`src/rtl/cp0_vec_if.sv`:
```
// cp0_vec_if: mtc0/mfc0 register access bus of the CP0 block.
// The master drives the address/write side, the slave returns rdata.
interface cp0_vec_if;
  logic [4:0]  cp0_addr;
  logic [31:0] cp0_wdata;
  logic        cp0_we;
  logic [31:0] cp0_rdata;

  modport master (
    output cp0_addr, cp0_wdata, cp0_we,
    input  cp0_rdata
  );

  modport slave (
    input  cp0_addr, cp0_wdata, cp0_we,
    output cp0_rdata
  );
endinterface

```
`src/rtl/cp0_vec.sv`:
```
// cp0_vec: CP0 status/cause/EPC/EBase with vectored interrupts.
// Define CP0_VEC_TIMER_EN to build the Count/Compare timer.
module cp0_vec #(
  parameter int          NUM_INT     = 6,
  parameter logic [31:0] EBASE_RST   = 32'h0000_4180,
  parameter logic [31:0] VEC_SPACING = 32'h20
) (
  input  logic               clk,
  input  logic               reset,
  cp0_vec_if.slave           bus,
  input  logic [31:0]        vpc,
  input  logic               bd_in,
  input  logic [4:0]         exc_code_in,
  input  logic [NUM_INT-1:0] hw_int,
  input  logic               eret,
  output logic               req,
  output logic [31:0]        epc_out,
  output logic [31:0]        vector_out,
  output logic               exl_out
);

  logic               ie, exl;
  logic [NUM_INT-1:0] im;
  logic               bd;
  logic [NUM_INT-1:0] ip;
  logic [4:0]         exc_code;
  logic [31:0]        epc, ebase;
  logic [31:0]        count, compare;
  logic               ti;

  logic [4:0]  addr;
  logic [31:0] wdata;
  logic        we;
  assign addr  = bus.cp0_addr;
  assign wdata = bus.cp0_wdata;
  assign we    = bus.cp0_we;

  logic sel_cnt, sel_cmp, sel_sr;
  logic sel_cause, sel_epc, sel_ebase;
  assign sel_cnt   = (addr == 5'd9);
  assign sel_cmp   = (addr == 5'd11);
  assign sel_sr    = (addr == 5'd12);
  assign sel_cause = (addr == 5'd13);
  assign sel_epc   = (addr == 5'd14);
  assign sel_ebase = (addr == 5'd15);

  logic we_eff;
  assign we_eff = we & ~req;

  logic [NUM_INT-1:0] ti_vec, ip_live, pend;
  always_comb begin
    ti_vec = '0;
    ti_vec[NUM_INT-1] = ti;
  end
  assign ip_live = hw_int | ti_vec;
  assign pend    = ip_live & im;

  logic int_req, exc_req;
  assign int_req = (|pend) & ie & ~exl;
  assign exc_req = (exc_code_in != 5'd0) & ~exl;
  assign req     = reset & (int_req | exc_req);

  // Ascending scan: the last hit is the highest pending line.
  logic [2:0] idx;
  always_comb begin
    idx = '0;
    for (int i = 0; i < NUM_INT; i++)
      if (pend[i]) idx = 3'(i);
  end

  logic [31:0] int_vec;
  assign int_vec = ebase
    + VEC_SPACING * (32'(idx) + 32'd1);

  assign vector_out = exc_req ? ebase : int_vec;
  assign epc_out = !req ? epc
                 : bd_in ? vpc - 32'd4 : vpc;
  assign exl_out = exl;

  always_ff @(posedge clk or negedge reset) begin
    if (!reset) begin
      ie       <= 1'b0;
      exl      <= 1'b0;
      im       <= '0;
      bd       <= 1'b0;
      ip       <= '0;
      exc_code <= '0;
      epc      <= '0;
      ebase    <= EBASE_RST;
    end else begin
      ip <= ip_live;
      if (req) begin
        exl      <= 1'b1;
        epc      <= epc_out;
        bd       <= bd_in;
        exc_code <= exc_req ? exc_code_in : 5'd0;
      end else begin
        if (we && sel_sr) begin
          ie  <= wdata[0];
          exl <= wdata[1];
          im  <= wdata[10 +: NUM_INT];
        end
        // eret lands after any same-cycle SR write.
        if (eret) exl <= 1'b0;
        if (we && sel_epc)
          epc <= {wdata[31:2], 2'b00};
        if (we && sel_ebase)
          ebase <= {wdata[31:2], 2'b00};
      end
    end
  end

`ifdef CP0_VEC_TIMER_EN
  logic [31:0] count_nxt;
  assign count_nxt = (we_eff && sel_cnt)
                   ? wdata : count + 32'd1;

  // TI is set on the edge Count reaches Compare.
  always_ff @(posedge clk or negedge reset) begin
    if (!reset) begin
      count   <= '0;
      compare <= '0;
      ti      <= 1'b0;
    end else begin
      count <= count_nxt;
      if (we_eff && sel_cmp) begin
        compare <= wdata;
        ti      <= 1'b0;
      end else if (count_nxt == compare) begin
        ti <= 1'b1;
      end
    end
  end
`else
  assign count   = '0;
  assign compare = '0;
  assign ti      = 1'b0;
`endif

  logic [31:0] sr_r, cause_r, rdata;
  always_comb begin
    sr_r = '0;
    sr_r[0] = ie;
    sr_r[1] = exl;
    sr_r[10 +: NUM_INT] = im;
    cause_r = '0;
    cause_r[31] = bd;
    cause_r[30] = ti;
    cause_r[10 +: NUM_INT] = ip;
    cause_r[6:2] = exc_code;
  end

  always_comb begin
    rdata = '0;
    unique case (1'b1)
      sel_cnt:   rdata = count;
      sel_cmp:   rdata = compare;
      sel_sr:    rdata = sr_r;
      sel_cause: rdata = cause_r;
      sel_epc:   rdata = epc;
      sel_ebase: rdata = ebase;
      default:   rdata = '0;
    endcase
  end

  assign bus.cp0_rdata = rdata;

endmodule

```
`src/flat_wrapper.sv`:
```
// flat-port wrapper written by rule: the top's interface ports become plain ports
module cp0_vec_flat 
#(
  parameter int          NUM_INT     = 6,
  parameter logic [31:0] EBASE_RST   = 32'h0000_4180,
  parameter logic [31:0] VEC_SPACING = 32'h20
)
  (clk, reset, vpc, bd_in, exc_code_in, hw_int, eret, req, epc_out, vector_out, exl_out, bus_cp0_addr, bus_cp0_wdata, bus_cp0_we, bus_cp0_rdata);
  cp0_vec_if bus_i ();
  input  logic clk;
  input  logic reset;
  input  logic [31:0] vpc;
  input  logic bd_in;
  input  logic [4:0] exc_code_in;
  input  logic [NUM_INT-1:0] hw_int;
  input  logic eret;
  output logic req;
  output logic [31:0] epc_out;
  output logic [31:0] vector_out;
  output logic exl_out;
  input wire logic [$bits(bus_i.cp0_addr)-1:0] bus_cp0_addr;
  input wire logic [$bits(bus_i.cp0_wdata)-1:0] bus_cp0_wdata;
  input wire logic [$bits(bus_i.cp0_we)-1:0] bus_cp0_we;
  output wire logic [$bits(bus_i.cp0_rdata)-1:0] bus_cp0_rdata;
  assign bus_i.cp0_addr = bus_cp0_addr;
  assign bus_i.cp0_wdata = bus_cp0_wdata;
  assign bus_i.cp0_we = bus_cp0_we;
  assign bus_cp0_rdata = bus_i.cp0_rdata;
  cp0_vec #(.NUM_INT(NUM_INT), .EBASE_RST(EBASE_RST), .VEC_SPACING(VEC_SPACING)) u_core (.clk(clk), .reset(reset), .bus(bus_i), .vpc(vpc), .bd_in(bd_in), .exc_code_in(exc_code_in), .hw_int(hw_int), .eret(eret), .req(req), .epc_out(epc_out), .vector_out(vector_out), .exl_out(exl_out));
endmodule
```
`config.mk`:
```
export PLATFORM = sky130hd
export DESIGN_NAME = cp0_vec_flat
export DESIGN_NICKNAME = d
export VERILOG_FILES = /design/src/rtl/cp0_vec_if.sv /design/src/rtl/cp0_vec.sv /design/src/flat_wrapper.sv
export SDC_FILE = /design/constraint.sdc
export NUM_CORES = 1
export LEC_CHECK = 0
export ABC_AREA = 1
export CAP_MARGIN = 15
export CELL_PAD_IN_SITES_DETAIL_PLACEMENT = 1
export CELL_PAD_IN_SITES_GLOBAL_PLACEMENT = 1
export CORE_AREA = 2 2 103 180
export DETAILED_ROUTE_END_ITERATION = 16
export DIE_AREA = 0 0 105 182
export GPL_ROUTABILITY_DRIVEN = 0
export HOLD_SLACK_MARGIN = 0.02
export PLACE_DENSITY = 0.87
export SETUP_SLACK_MARGIN = 0.05
export SYNTH_ARGS = -nofsm -noshare
export SYNTH_HDL_FRONTEND = slang
export SYNTH_SLANG_ARGS = --single-unit
```
`constraint.sdc`:
```
create_clock -name clk -period 4.46 [get_ports clk]
set_input_delay 0.446 -clock clk [delete_from_list [all_inputs] [get_ports clk]]
set_output_delay 0.446 -clock clk [all_outputs]
set_load 0.02 [all_outputs]
```
==> impl_metrics.yaml <==
routing:
  via_count: 7205
  finalWirelength_mm: 26.41
  wl_per_cell_um: 19.73
  drtIter0Drc: 290
  dr.pass1.iters: 5
  via_per_inst: 5.385
  drtAntennaViolNets: 0
  drcViolationCount: 0
critical_path:
  crit_path_end_kind: "output pin"
  cp.required_ns: 4.01
  path_max_fanout: 6
  arrival_ns: 3.77
  startpoint_type: "primary input"
  crit_type: "in2out"
finish:
  nets: 1189
  nFillCells: 2344
  layout-drive-gt1-share: 0.08167
  area_growth_pct: 36.18
sta:
  period_needed_ns: 4.214
  rsz0062_at_grt: "false"
  hold_viol_final: 0
  slew_viol_final: 0
  clock_skew_ns: 0.009297
  setup_violations: 0
  period_share: 0.9448
  slew_headroom: 0.3797
  max_freq_mhz: 237.3
  setup-tns-final_ns: 0
  worst_pin_slew_ns: 0.9305
  holdWs_ns: 0.5097
grt:
  grt_usage: 0.2768
  grt_pass1_vias: 7704
  antenna_found_initial: 2
  grt_overflow: 0
  grt_start_max_net_pins: 70
  grt_pass1_wl_mm: 41.26
placement:
  hpwl_mm: 20.87
  port_buffers: 180
logic_synthesis:
  synthArstFlopShare: 1.000
  synth_edf_count: 0
  avgSynthCellArea_um2: 6.719
  yosysWarnings: 0
  netlist.area_leader.share: 0.3174
  synth-seq-cells: 82
  synth_area_leaders: "dfrtp_1 32%, nand2_1 16%, inv_1 9.0%"
  synthFlopType: "dfrtp_1"
  synth_cell_type_count: 44
  netlist_instances: 927
  yosysTopAreaCell: "dfrtp_1"
  ys_top_cells_by_count: "260 x nand2_1, 149 x inv_1, 79 x dfrtp_1"
  synth_most_common_cell: "nand2_1"
  seq_area_frac_synth: 0.3301
  synthesis.area_um2: 6228
clocking:
  cts-root-buf: "clkbuf_16"
  path_clk_slew_ns: 0.07
  cts_tree: "yes"
  cts_sinks: 82
  cts_buffer_depth: 2
  worstSkewPairLatency_ns: 0.35
  numCtsBuffers: 9
  htreeDepth: 3
power:
  power.density_nw_per_um2: 481.6
  sequentialPowerShare: 0.289
  p_leak_uw: 0.003855
  comb_power_share: 0.519
  netSwitchingPower_uw: 1828
  ir_drop_mv: 0.1926
  p_sw_frac: 0.4476
  p_clk_frac: 0.191
  p_int_uw: 2257
run:
  cap_viol_max_count: 0
die:
  core_um2: 17730
  start_util: 0.3513
  die_x_um: 105
  die_h_um: 182
  die_area_um2: 19110
  rows: 65
  io-pin-count: 183
min_path:
  hold_class: "in2async"
run_status:
  status: "finished clean"
metrics by stage:
stage | total power (µW) | util | instances | area [µm²] | setup WS (ns)
final | 4085 | 0.4784 | 1338 | 8482 | 0.2463
after CTS | 4067 | 0.4777 | 1336 | 8469 | 0.2434
after global routing | 4294 | 0.4784 | 1338 | 8482 | 0.06008
after floorplan | 2321 | - | 929 | 6236 | 1.590
after detailed placement | 3262 | 0.4599 | 1319 | 8154 | 0.2504
after global placement | 3176 | 0.4599 | 1319 | 8154 | 0.4104
sequential cells by signal (all words and copies together) (netlist names):
| register | count |
|---|---|
| u_core.exc_code | 5 |
| u_core.exl_out | 1 |
| u_core.ebase | 30 |
| u_core.epc | 32 |
| u_core.im | 6 |
| u_core.ip | 6 |
| u_core.bd | 1 |
| u_core.ie | 1 |
final cells by class:
cell class	instances	area [µm²]	share of cell area
Antenna cell	2	5.005	0.0005901
Timing Repair Buffer	188	1862	0.2195
Tap cell	234	292.8	0.03452
Clock inverter	5	62.56	0.007376
Multi-Input combinational cell	661	3378	0.3983
Clock buffer	11	242.7	0.02862
Sequential cell	82	2056	0.2424
Inverter	155	583.1	0.06874
cells in the final DEF (no fill, tap or decap), types with 2 or more instances in the layout:
master / instances
nand2_1: 260
conb_1: 3
diode_2: 2
o21ai_2: 30
o22ai_1: 19
nor2_1: 74
nor3_1: 11
nor3_2: 3
a21oi_1: 18
dfstp_2: 3
nand3_2: 4
clkdlybuf4s50_1: 179
a22oi_1: 3
o21ai_0: 51
buf_4: 8
o2111ai_1: 6
nand2_2: 5
o211ai_1: 9
nor2_4: 5
nand4_1: 10
inv_2: 5
clkinvlp_4: 2
nand3_1: 76
nand3b_1: 2
dfrtp_1: 79
nor2_2: 5
ha_1: 5
xor2_1: 17
inv_1: 149
o21ai_1: 23
o21bai_1: 3
o221ai_1: 6
clkbuf_16: 9
nor4_1: 2
what timing repair did:
item	4_1_cts	5_1_grt
setup buffers	0	0
hold endpoints to repair	14	0
hold buffers	1	0
gates resized for setup	0	2
setup endpoints to repair	0	6
power groups by stage:
stage / sequential, µW / combinational, µW / clock [µW]
final: 1180 / 2120 / 781
after global routing: 1200 / 2280 / 812
after CTS: 1170 / 2120 / 779
after detailed placement: 1180 / 2080 / 0
after global placement: 1160 / 2020 / 0
after floorplan: 1120 / 1200 / 0
critical path, cell delays in order:
cell             delay, ns
clkdlybuf4s50_1       0.49
nand2_1               0.10
nand2_1               0.10
nand2_1               0.06
nand2_1               0.06
nand2_1               0.08
ha_1                  0.21
xor2_1                0.18
ha_2                  0.40
nand3_1               0.12
nand2_1               0.11
nand2_1               0.07
a21oi_1               0.18
nand2_1               0.12
inv_1                 0.20
nand3_1               0.12
nand2_1               0.13
clkdlybuf4s50_1       0.61
path summary, 6_finish.rpt:
kind,slack (ns),startpoint,end,cells after the start
setup / recovery,0.25,hw_int[2],vector_out[28],18
hold / removal,0.51,reset,u_core.exc_code[3]$_DFFE_PN0P_,2
setup reg to reg,1.48,u_core.exl_out$_DFFE_PN0P_,u_core.ebase[20]$_DFFE_PN0P_,11
hold reg to reg,0.51,u_core.ebase[7]$_DFFE_PN1P_,u_core.ebase[7]$_DFFE_PN1P_,2
max in group asynchronous,2.74,reset,u_core.ebase[24]$_DFFE_PN0P_,3
min in group clk,0.51,u_core.ebase[7]$_DFFE_PN1P_,u_core.ebase[7]$_DFFE_PN1P_,2
metal layers:
layer | vias up | global-route usage | wire (µm)
met5 | - | 0 | 0
met4 | 0 | 0.1765 | 1711
met3 | 96 | 0.02692 | 931
met2 | 254 | 0.5026 | 13780
met1 | 3521 | 0.3037 | 9983
li1 | 3334 | - | -
cells by family (layout without fill, tap and decap cells):
kind of cell | count (synthesis) | in the layout | synth area share
fa+ha+maj | 7 | 7 | 0.01527
mux | 1 | 1 | 0.001607
xor+xnor | 17 | 17 | 0.02390
other cells | 1 | 5 | 0.0006021
flops | 82 | 82 | 0.3301
buf+inv | 186 | 359 | 0.1300
compound gates | 172 | 172 | 0.1766
simple gates | 461 | 461 | 0.3220
(Power assumes the default switching activity.)
==> variant 1, RTL diff (same settings) <==
Put a register stage on the output `vector_out`, cleared by the reset. The value now appears one clock later. The other outputs are not delayed to match.
--- a/src/rtl/cp0_vec.sv
+++ b/src/rtl/cp0_vec.sv
@@ -72,7 +72,13 @@
   assign int_vec = ebase
     + VEC_SPACING * (32'(idx) + 32'd1);
 
-  assign vector_out = exc_req ? ebase : int_vec;
+  always_ff @(posedge clk or negedge reset) begin
+    if (!reset) begin
+      vector_out <= '0;
+    end else begin
+      vector_out <= exc_req ? ebase : int_vec;
+    end
+  end
   assign epc_out = !req ? epc
                  : bd_in ? vpc - 32'd4 : vpc;
   assign exl_out = exl;
Formal check against the unedited RTL: not equivalent (a bounded check fails within 4 cycles, from zero or initial values and one cycle with reset low).
==> variant 1 against the original RTL <==
  * Setup slack better by 530 ps
  * Largest cell class unchanged
  * Power is 6.4% higher
  * Combinational power is 5% lower
  * Largest power group unchanged
  * Routed wire length is 2.1% lower
  * Sequential cell count is 30 higher
  * Critical path type unchanged
  * Area after synthesis is 11% higher
  * Design area is 7.5% higher
  * Highest routed layer unchanged
  * Utilization is 3.6 points higher
==> variant 1: results (changes against the original RTL) <==
HPWL after DPL=20.76 mm (-0.52%); asr flop ratio synth=100.0% (unchanged); Mapped Avg Cell Area=7.184 µm² (+6.9%); CTS Buf Count=9 (unchanged); GRT Util Overall=27.31% (-0.37 points); Vias/cell=5.296 (-1.7%); Ys Warns=0 (unchanged); Nets=1,219 (+2.5%); Area after DPL=8835 µm² (+8.3%); via count=7,239 (+0.47%); top cells by count, synth=nand2_1 (269), inv_1 (140), dfrtp_1 (109), nor2_1 (78), nand3_1 (75); pin count of the biggest net entering global routing=75 (+7.1%); ys flop type=dfrtp_1; first-pass detailed-route iteration total=4 (-1); vias in the first global route=7,594 (-1.4%); DR WL/cell=18.91 µm (-4.2%); post_cts resized=0 (unchanged); status=completed; Worst Path Max Fanout=71 (+65); I/O Buffers=180 (unchanged); Slew @ Worst Pin=971.5 ps (+41.01 ps); Synth cell types=46 (+4.5%); synth top area cells=dfrtp_1 (40%), nand2_1 (15%), inv_1 (7.6%); antenna violations before repair=1 (-1); Clock Latency Late Sink=360 ps; Largest regs=u_core.epc x32, u_core.ebase x30, u_core.vector_out x30; share of cells above drive strength 1=5.742% (-2.4 points); Seq/Total Area, Yosys=40.69% (+7.7 points); global-route wire length before repair=40.48 mm (-1.9%); Worst IR Drop VDD=0.2696 mV (+40%); Root Buffer=clkbuf_16; H-tree depth=3 (unchanged); Clock Tree Buf Depth=2 (unchanged); setup bufs post-CTS=0 (unchanged); Iter 0 DRT Violations=357 (+23%); number of flops mapped to enable cells by yosys=0 (unchanged); CP Data Arrival Time=3240 ps (-530 ps); Worst-path clk slew=80 ps; clock skew=14.80 ps (+5.508 ps); LEAKAGE=4.236 nW (+9.9%); cell total after placement=1,350 (+2.4%); Hold Path Class=input pin to async pin
==> variant 1: cells by family after synthesis <==
family / after synthesis / synth area share [%]
adder cells (fa/ha/maj): 7 / 1.379
XOR/XNOR: 19 / 2.413
AO/OA/AOI/OAI: 166 / 13.50
buffers and inverters: 177 / 10.81
other: 1 / 0.05437
flip-flops: 112 / 40.69
AND/OR/NAND/NOR: 478 / 31.15
==> variant 1: layout make-up <==
cell class	instances	area, µm²
Antenna cell	1	2.502
Tap cell	234	292.8
Multi-Input combinational cell	673	3352
Clock buffer	9	225.2
Sequential cell	112	2806
Inverter	147	554.3
Fill cell	2307	8611
Timing Repair Buffer	184	1829
Clock inverter	7	56.30
==> variant 1: power by group <==
part	total, mW	leakage, nW	switching, mW	internal (mW)
Combinational	2.02	2.69	1.25	0.774
Sequential	1.54	1.41	0.208	1.33
Clock	0.784	0.136	0.400	0.385
Total	4.35	4.24	1.86	2.49
==> variant 1: worst paths after layout <==
kind,cells after the start,slack [ps],to,from
worst min-delay path,2,180,u_core.exc_code[2],reset
worst min register to register,0,420,u_core.vector_out[3],u_core.ebase[3]
max in group asynchronous,2,3460,u_core.ebase[24],reset
worst max-delay path,11,770,epc_out[11],hw_int[3]
min in group clk,0,420,u_core.vector_out[3],u_core.ebase[3]
worst max register to register,10,1430,u_core.ebase[26],u_core.im[5]
==> variant 1: critical path, stage by stage <==
cell	delay, ps
clkdlybuf4s50_1	460
nand2_2	110
nand2_1	60
nor2_1	110
nand3_1	100
nand2_2	150
nand2_4	400
inv_4	470
nand2_1	100
nand2_1	150
clkdlybuf4s50_1	620
==> variant 1: metal layers <==
| layer | vias up | routed length (µm) | GRT usage (%) |
|---|---|---|---|
| li1 | 3407 | - | - |
| met1 | 3522 | 9634 | 30.23 |
| met2 | 229 | 13820 | 50.23 |
| met3 | 81 | 879 | 2.692 |
| met4 | 0 | 1516 | 15.52 |
| met5 | - | 0 | 0 |
==> variant 1: through the flow <==
step                hold slack [ps]  setup slack (ps)
finish                        175.3             771.5
global route                  208.3             609.4
CTS                           186.4             836.1
detailed placement            398.8             830.3
global placement              400.1             939.0
floorplan                     150.4              2192
==> variant 2, RTL diff (config.mk and constraints unchanged) <==
Made on the original files. `NUM_INT` is set to 6 in 2 places; all go to 12.
--- a/src/rtl/cp0_vec.sv
+++ b/src/rtl/cp0_vec.sv
@@ -1,7 +1,7 @@
 // cp0_vec: CP0 status/cause/EPC/EBase with vectored interrupts.
 // Define CP0_VEC_TIMER_EN to build the Count/Compare timer.
 module cp0_vec #(
-  parameter int          NUM_INT     = 6,
+  parameter int          NUM_INT     = 12,
   parameter logic [31:0] EBASE_RST   = 32'h0000_4180,
   parameter logic [31:0] VEC_SPACING = 32'h20
 ) (
--- a/src/flat_wrapper.sv
+++ b/src/flat_wrapper.sv
@@ -1,7 +1,7 @@
 // flat-port wrapper written by rule: the top's interface ports become plain ports
 module cp0_vec_flat 
 #(
-  parameter int          NUM_INT     = 6,
+  parameter int          NUM_INT     = 12,
   parameter logic [31:0] EBASE_RST   = 32'h0000_4180,
   parameter logic [31:0] VEC_SPACING = 32'h20
 )
Interface: changed (resized hw_int); port bits go from 183 to 189. The function was not compared with the original's and may differ.
==> variant 2 against the original RTL <==
  * Global-route usage up 0.28 points
  * Setup slack gained 33 ps
  * Critical endpoint is now vector_out[24]
  * Via count rose by 1.4%
  * Critical path type unchanged
  * Worst hold slack got worse by 500 ps
  * Power is 12% higher
  * Sequential cell count is 12 higher
  * Clock power up 8.1%
  * Utilization grew 1.9 points
  * Area after synthesis increased by 3.5%
  * Design area grew 3.9%
  * Maximum frequency up 0.79%
  * Routed wire length grew 2.2%
==> variant 2: results (changes against the original RTL) <==
status=completed; Multi-Input Combinational=694 (+5.0%); LEAKAGE=4.289 nW (+11%); Worst Path Max Fanout=5 (-1); Area after DPL=8462 µm² (+3.8%); Reg area=2356 µm² (+15%); DR WL/cell=19.67 µm (-0.33%); Worst IR Drop VDD=0.2556 mV (+33%); multi-input combinational cell area=3361 µm² (-0.52%); clock skew=11.20 ps (+1.901 ps); Yosys top cell area share=35.34% (+3.6 points); hold_ws=9.526 ps (-500.2 ps); f_max=0.2392 GHz (+0.79%); register bit total from synthesis=94 (+15%); multi-input logic portion of the cell area=38.14% (-1.7 points); Nets=1,232 (+3.6%); synth top area cells=dfrtp_1 (35%), nand2_1 (17%), o21ai_0 (8.2%); crit-path max cell delay=510 ps (-100 ps); Layout clock area frac=3.535% (-0.064 points); diodes inserted=1 (-1); met1 usage in global routing=29.80% (-0.57 points); share of cells above drive strength 1=5.453% (-2.7 points); Syn Inst Count=966 (+4.2%); vias in the first global route=7,672 (-0.42%); Comb. pwr=2.35 mW (+11%); Iter 0 DRT Violations=446 (+54%); GRT Util Overall=27.96% (+0.28 points); fillcell total=2,341 (-0.13%); global-route wire length before repair=41.33 mm (+0.18%); Worst path top cell family by delay=simple AND/OR/NAND/NOR gates; Synth Area in XOR/XNOR=3.262% (+0.87 points); Synth cell types=43 (-2.3%); met3 Use GR=2.513% (-0.18 points); Slew @ Worst Pin=904.5 ps (-26.01 ps); number of non-clock inverters=141 (-9.0%); P_sw=2.027 mW (+11%); cell total after placement=1,357 (+2.9%); I/O Buffers=186 (+3.3%); worst r2r src=u_core.im[7]; Seq/Total Area, Yosys=36.56% (+3.6 points); combinational share of power=51.4% (-0.5 points); HPWL after DPL=21.39 mm (+2.5%); GRT met2 Usage=52.21% (+1.9 points); antenna violations before repair=1 (-1); reg-to-reg endpoint=u_core.ebase[17]; post-synthesis compound-gate area fraction=13.03% (-4.6 points)
variant 2: cell types whose count changed in the layout (fill, tap and decap cells not counted), moves of 9 or more:
cell             change
o21ai_1             -16
o211ai_1             -9
o21ai_0             +54
clkdlybuf4s50_1     -15
inv_1               -14
dfrtp_1             +12
o21ai_2             -28
nand2_1             +38
dlymetal6s2s_1      +15
o22ai_1             -11
a21oi_1              -9
nand3_1              +9
variant 2: repair_timing:
action | in CTS | in global routing
setup buffers | 0 | 0
hold buffers | 0 | 0
resized for setup | 7 | 23
setup endpoints to repair | 8 | 20
variant 2: worst reg2reg max path: cells and delay by family (launching register included):
kind                   cells  cell delay [ps]
and+or+nand+nor            8             1310
buffers and inverters      4             1090
DFF                        1              410
AOI/OAI and AO/OA          1              120
variant 2: metal layers:
layer,wire [µm],up-vias
li1,-,3422
met1,9997,3536
met2,14420,264
met3,932,81
met4,1639,0
met5,0,-
